$ cat config.mk
export PLATFORM = sky130hd
export DESIGN_NAME = y_arb4_rr
export DESIGN_NICKNAME = d
export VERILOG_FILES = /design/src/rtl/y_arb4_rr_pkg.sv /design/src/rtl/yMux4.sv /design/src/rtl/y_arb4_rr.sv
export SDC_FILE = /design/constraint.sdc
export NUM_CORES = 1
export LEC_CHECK = 0
export ABC_CLOCK_PERIOD_IN_PS = 2000
export CAP_MARGIN = 10
export CORE_ASPECT_RATIO = 1.75
export CORE_MARGIN = 3
export CORE_UTILIZATION = 30
export DETAILED_ROUTE_END_ITERATION = 10
export SETUP_SLACK_MARGIN = 0.05
export SYNTH_ARGS = -nofsm -noshare
export SYNTH_HDL_FRONTEND = slang
export SYNTH_SLANG_ARGS = --single-unit
export TNS_END_PERCENT = 5
$ cat constraint.sdc
create_clock -name clk -period 2 [get_ports clk]
set_clock_uncertainty 0.15 [all_clocks]
set_input_delay 0.3 -clock clk [delete_from_list [all_inputs] [get_ports clk]]
set_output_delay 0.3 -clock clk [all_outputs]
set_load 0.05 [all_outputs]
$ cat src/rtl/y_arb4_rr_pkg.sv
// Shared types and helpers for the 4-way round-robin word arbiter.
package y_arb4_rr_pkg;

  localparam int unsigned NREQ  = 4;
  localparam int unsigned IDX_W = 2;

  typedef enum logic {
    ST_IDLE = 1'b0,
    ST_LOCK = 1'b1
  } state_t;

  typedef struct packed {
    logic             hit;
    logic [IDX_W-1:0] idx;
  } pick_t;

  // First valid requester at or after ptr, wrapping modulo NREQ.
  function automatic pick_t rr_pick(input logic [NREQ-1:0] valid,
                                    input logic [IDX_W-1:0] ptr);
    pick_t            p;
    logic [IDX_W-1:0] cand;
    p = '0;
    for (int k = NREQ - 1; k >= 0; k--) begin
      cand = IDX_W'(ptr + IDX_W'(k));
      if (valid[cand]) begin
        p.hit = 1'b1;
        p.idx = cand;
      end
    end
    return p;
  endfunction

endpackage

$ cat src/rtl/yMux4.sv
// Plain 4:1 word multiplexer used on the shared datapath.
module yMux4 #(
  parameter int unsigned WIDTH = 32
) (
  input  logic [WIDTH-1:0] in0,
  input  logic [WIDTH-1:0] in1,
  input  logic [WIDTH-1:0] in2,
  input  logic [WIDTH-1:0] in3,
  input  logic [1:0]       sel,
  output logic [WIDTH-1:0] y
);

  always_comb begin
    unique case (sel)
      2'd0:    y = in0;
      2'd1:    y = in1;
      2'd2:    y = in2;
      default: y = in3;
    endcase
  end

endmodule

$ cat src/rtl/y_arb4_rr.sv
// Round-robin arbiter for four valid/ready word producers with packet lock
// and a single registered output stage.
module y_arb4_rr
  import y_arb4_rr_pkg::*;
#(
  parameter int unsigned WIDTH = 32
) (
  input  logic             clk,
  input  logic             rst,
  input  logic [3:0]       in_valid,
  input  logic [3:0]       in_last,
  input  logic [WIDTH-1:0] in_data0,
  input  logic [WIDTH-1:0] in_data1,
  input  logic [WIDTH-1:0] in_data2,
  input  logic [WIDTH-1:0] in_data3,
  output logic [3:0]       in_ready,
  output logic             out_valid,
  output logic [WIDTH-1:0] out_data,
  output logic             out_last,
  output logic [1:0]       out_src,
  input  logic             out_ready,
  output logic             busy
);

  state_t           state_q, state_nxt;
  logic [IDX_W-1:0] ptr_q, ptr_nxt;
  logic [IDX_W-1:0] owner_q, owner_nxt;
  logic [IDX_W-1:0] sel;
  logic             load_en;
  logic             xfer;
  logic [WIDTH-1:0] mux_word;
  pick_t            pick;

  assign load_en = !out_valid | out_ready;
  assign pick    = rr_pick(in_valid, ptr_q);
  assign busy    = (state_q == ST_LOCK);

  yMux4 #(.WIDTH(WIDTH)) u_mux (
    .in0 (in_data0),
    .in1 (in_data1),
    .in2 (in_data2),
    .in3 (in_data3),
    .sel (sel),
    .y   (mux_word)
  );

  // Grant, handshake and next-state decode.
  always_comb begin
    state_nxt = state_q;
    ptr_nxt   = ptr_q;
    owner_nxt = owner_q;
    in_ready  = '0;
    sel       = pick.idx;
    xfer      = 1'b0;
    unique case (state_q)
      ST_IDLE: begin
        if (load_en && pick.hit) begin
          in_ready[pick.idx] = 1'b1;
          xfer               = 1'b1;
          if (in_last[pick.idx]) begin
            ptr_nxt = IDX_W'(pick.idx + 2'd1);
          end else begin
            state_nxt = ST_LOCK;
            owner_nxt = pick.idx;
          end
        end
      end
      ST_LOCK: begin
        sel               = owner_q;
        in_ready[owner_q] = load_en;
        if (load_en && in_valid[owner_q]) begin
          xfer = 1'b1;
          if (in_last[owner_q]) begin
            state_nxt = ST_IDLE;
            ptr_nxt   = IDX_W'(owner_q + 2'd1);
          end
        end
      end
      default: state_nxt = ST_IDLE;
    endcase
  end

  always_ff @(posedge clk or posedge rst) begin
    if (rst) begin
      state_q <= ST_IDLE;
      ptr_q   <= '0;
      owner_q <= '0;
    end else begin
      state_q <= state_nxt;
      ptr_q   <= ptr_nxt;
      owner_q <= owner_nxt;
    end
  end

  // Output stage: loads on transfer, empties when free and nothing arrives.
  always_ff @(posedge clk or posedge rst) begin
    if (rst) begin
      out_valid <= 1'b0;
      out_data  <= '0;
      out_last  <= 1'b0;
      out_src   <= '0;
    end else if (load_en) begin
      out_valid <= xfer;
      if (xfer) begin
        out_data <= mux_word;
        out_last <= in_last[sel];
        out_src  <= sel;
      end
    end
  end

endmodule

==> out/qor.csv <==
stage,metric,value,unit
status,status,"complete, but fails checks",
status,violations,negative setup slack,
synth,async_flop_share,100,%
power_and_ir_drop,p_int,5.40,mW
worst_hold_path,hp-class,primary input to async pin,
clock_tree,cts_buffers,5,
floorplan,core_area,12000,um^2
clock_tree,cts_htree_levels,2,
detailed_routing,remaining_drc_errors,0,
power_and_ir_drop,p_sw,5.55,mW
run,drv_cap,0,
power_and_ir_drop,combinationalPowerShare,77.9,%
clock_tree,cts_buffer_depth,2,
power_and_ir_drop,powerDensity,1700,nW/um^2
synth,synth.top_cell.area_share,27.7,%
global_routing,gr-total-overflow,0,
global_routing,met2_usage,41.8,%
detailed_routing,ant_nets,0,
timing,worst_pin_slew,549,ps
floorplan,rows,53,
detailed_routing,vias_per_cell,5.42,
synth,ys_ff_latch,41,
global_routing,grt_util_met3,2.07,%
floorplan,die_w,89.9,um
placement,place_congestion,0.917,
timing,drv_slew,0,
worst_setup_path,end_kind,primary output,
synth,syn_inst,449,
timing,finalCriticalPeriod,2380,ps
timing,timing.fmax,0.421,GHz
finish,diodes,0,
synth,synth_edf_count,0,
worst_setup_path,critPathMaxFanout,4,
synth,yosysUniqueCellTypes,48,
finish,layout.nets,793,
floorplan,initial_core_util,30.8,%
global_routing,use_met1,26.4,%
finish,fin_util,53.7,%
finish,synthToLayoutAreaGrowth,74.4,%
global_routing,grt_max_degree,42,
power_and_ir_drop,p_sw_share,50.7,%
placement,port-buffer-count,179,
power_and_ir_drop,finalPower,10.9,mW
power_and_ir_drop,leakage,2.50,nW
floorplan,die_h,153,um
detailed_routing,vias,4446,
synth,ys_warn_count,0,
synth,synth_ff_type,dfrtp_1,
detailed_routing,wirelength,16000,um
timing,slew_headroom,63.3,%
detailed_routing,drt_iter0_drc,170,
clock_tree,cts.sinks,41,
floorplan,ios,180,
global_routing,grt_pass1_wl,25600,um
power_and_ir_drop,clkPwrFrac,7.8,%
power_and_ir_drop,peakVddDrop,0.996,mV
worst_setup_path,criticalPathCategory,flip-flop to primary output,
worst_setup_path,critPathRequiredTime,1550,ps
global_routing,grt.total_usage,22.9,%
synth,synth_area_leaders,"dfrtp_1 (28%), mux2_2 (7.6%), a211oi_1 (6.5%)",
finish,fillers,1156,
clock_tree,cts.clk_slew.worst_paths,60,ps
synth,syn-num-nets,588,
synth,synth_largest_area_cell,dfrtp_1,
timing,setup_ws,-377,ps
clock_tree,cts_root_buf,clkbuf_16,
placement,hpwl,12200,um
synth,yosysSeqAreaShare,27.7,%
finish,drive_above_1_share,26.6,%
synth,netlist_area,3700,um^2
global_routing,grt_busiest_layer,met2,
synth,syn_avg_cell_area,8.23,um^2
clock_tree,cts_tree,yes,
worst_setup_path,critPathLaunchType,flip-flop,
clock_tree,clk_latency,290,ps
floorplan,die_area,13700,um^2
detailed_routing,first_pass_iters,4,
global_routing,grt_pass1_vias,4802,
timing,finalCritPeriodShare,119,%
global_routing,antenna_found_initial,0,
timing,rsz0062_at_grt,yes,
clock_tree,postCtsHoldBufs,0,
timing,finalHoldViolations,0,
timing,setup_violations,42,
power_and_ir_drop,p_seq_share,14.3,%
detailed_routing,wl_per_cell,19.5,um
worst_setup_path,critPathArrivalTime,1930,ps
cells in the final DEF, fill, tap and decap left out, types with 17 or more instances in the layout:
master           instances
nand2b_1                28
dfrtp_1                 39
nand2_1                 43
o221ai_1                24
a211oi_1                28
mux2_2                  24
clkdlybuf4s50_1        152
o21ai_0                 22
o21ai_1                 42
o21a_1                  25
buf_4                   66
a21oi_1                 17
flip-flops by register name (all words and copies together) (netlist names):
| signal | count |
|---|---|
| ptr_q | 2 |
| owner_q | 2 |
| busy | 1 |
| out_data | 32 |
| out_valid | 1 |
| out_src | 2 |
| out_last | 1 |
layout make-up:
class                      instances  area, um^2  area share, %
multi-input combinational        358        2670           41.4
timing repair buffer             242        2370           36.8
sequential                        41        1030           15.9
tap                              165         206           3.20
clock buffer                       7         143           2.21
inverter                           6        22.5          0.349
clock inverter                     1        7.51          0.116
worst max-delay path, cell delays in order (launching register included):
cell     delay (ps)
dfrtp_1         360
and2b_4         210
o21a_4          230
or3_4           400
a32o_2          280
buf_12          150
per-stage QoR:
stage               std cells  setup slack (ps)  TNS (ps)  cell area, um^2  hold WS (ps)
finish                    820              -377     -7250             6450           208
global route              820              -428    -11150             6450           241
CTS                       819              -395     -7990             6360           220
detailed placement        808              -691    -26150             6110           322
global placement          808              -626    -23690             6110           322
floorplan                 449              -187     -1870             3830           313
layer usage:
layer	share of wire [%]	up-vias
li1	-	2114
met1	37	2161
met2	55	133
met3	3.9	38
met4	4.1	0
met5	0	-
final timing paths:
kind / startpoint / to / slack (ps) / cells past startpoint
hold reg to reg: out_data[3] / out_data[3] / 340 / 2
min in group clk: out_data[3] / out_data[3] / 340 / 2
max in group asynchronous: rst / owner_q[0] / 1250 / 3
setup / recovery: ptr_q[0] / in_ready[0] / -380 / 5
hold / removal: rst / out_data[1] / 210 / 3
setup reg to reg: ptr_q[0] / owner_q[0] / -270 / 7
cell usage after synthesis, drive strengths merged (13+ instances only):
| master | n |
|---|---|
| dfrtp | 41 |
| clkbuf | 28 |
| buf | 16 |
| nand2b | 28 |
| a211oi | 33 |
| o221ai | 24 |
| o21a | 26 |
| a21oi | 19 |
| mux2 | 26 |
| nor3 | 14 |
| nor2 | 13 |
| o21ai | 74 |
| nand2 | 45 |
logic make-up after synthesis:
family / after synthesis / synth area share [%]
AO/OA/AOI/OAI: 212 / 40.8
buffers and inverters: 50 / 5.85
flip-flops: 41 / 27.7
multiplexers: 30 / 9.34
AND/OR/NAND/NOR: 116 / 16.2
repair_timing:
| action | in CTS | in global routing |
|---|---|---|
| endpoints found under the setup margin | 45 | 45 |
| hold endpoints to repair | 0 | 0 |
| buffers inserted | 3 | 1 |
| gates resized for setup | 40 | 25 |
| pin swaps | 16 | 25 |
power by group through the flow:
stage	Clock, mW	Sequential (mW)	Combinational, mW
floorplan	0	2.76	4.06
global placement	0	1.57	7.98
detailed placement	0	1.59	8.11
CTS	0.873	1.57	8.38
global route	0.893	1.62	9.18
finish	0.855	1.56	8.53
No activity file was read; power rests on OpenSTA's default activity.
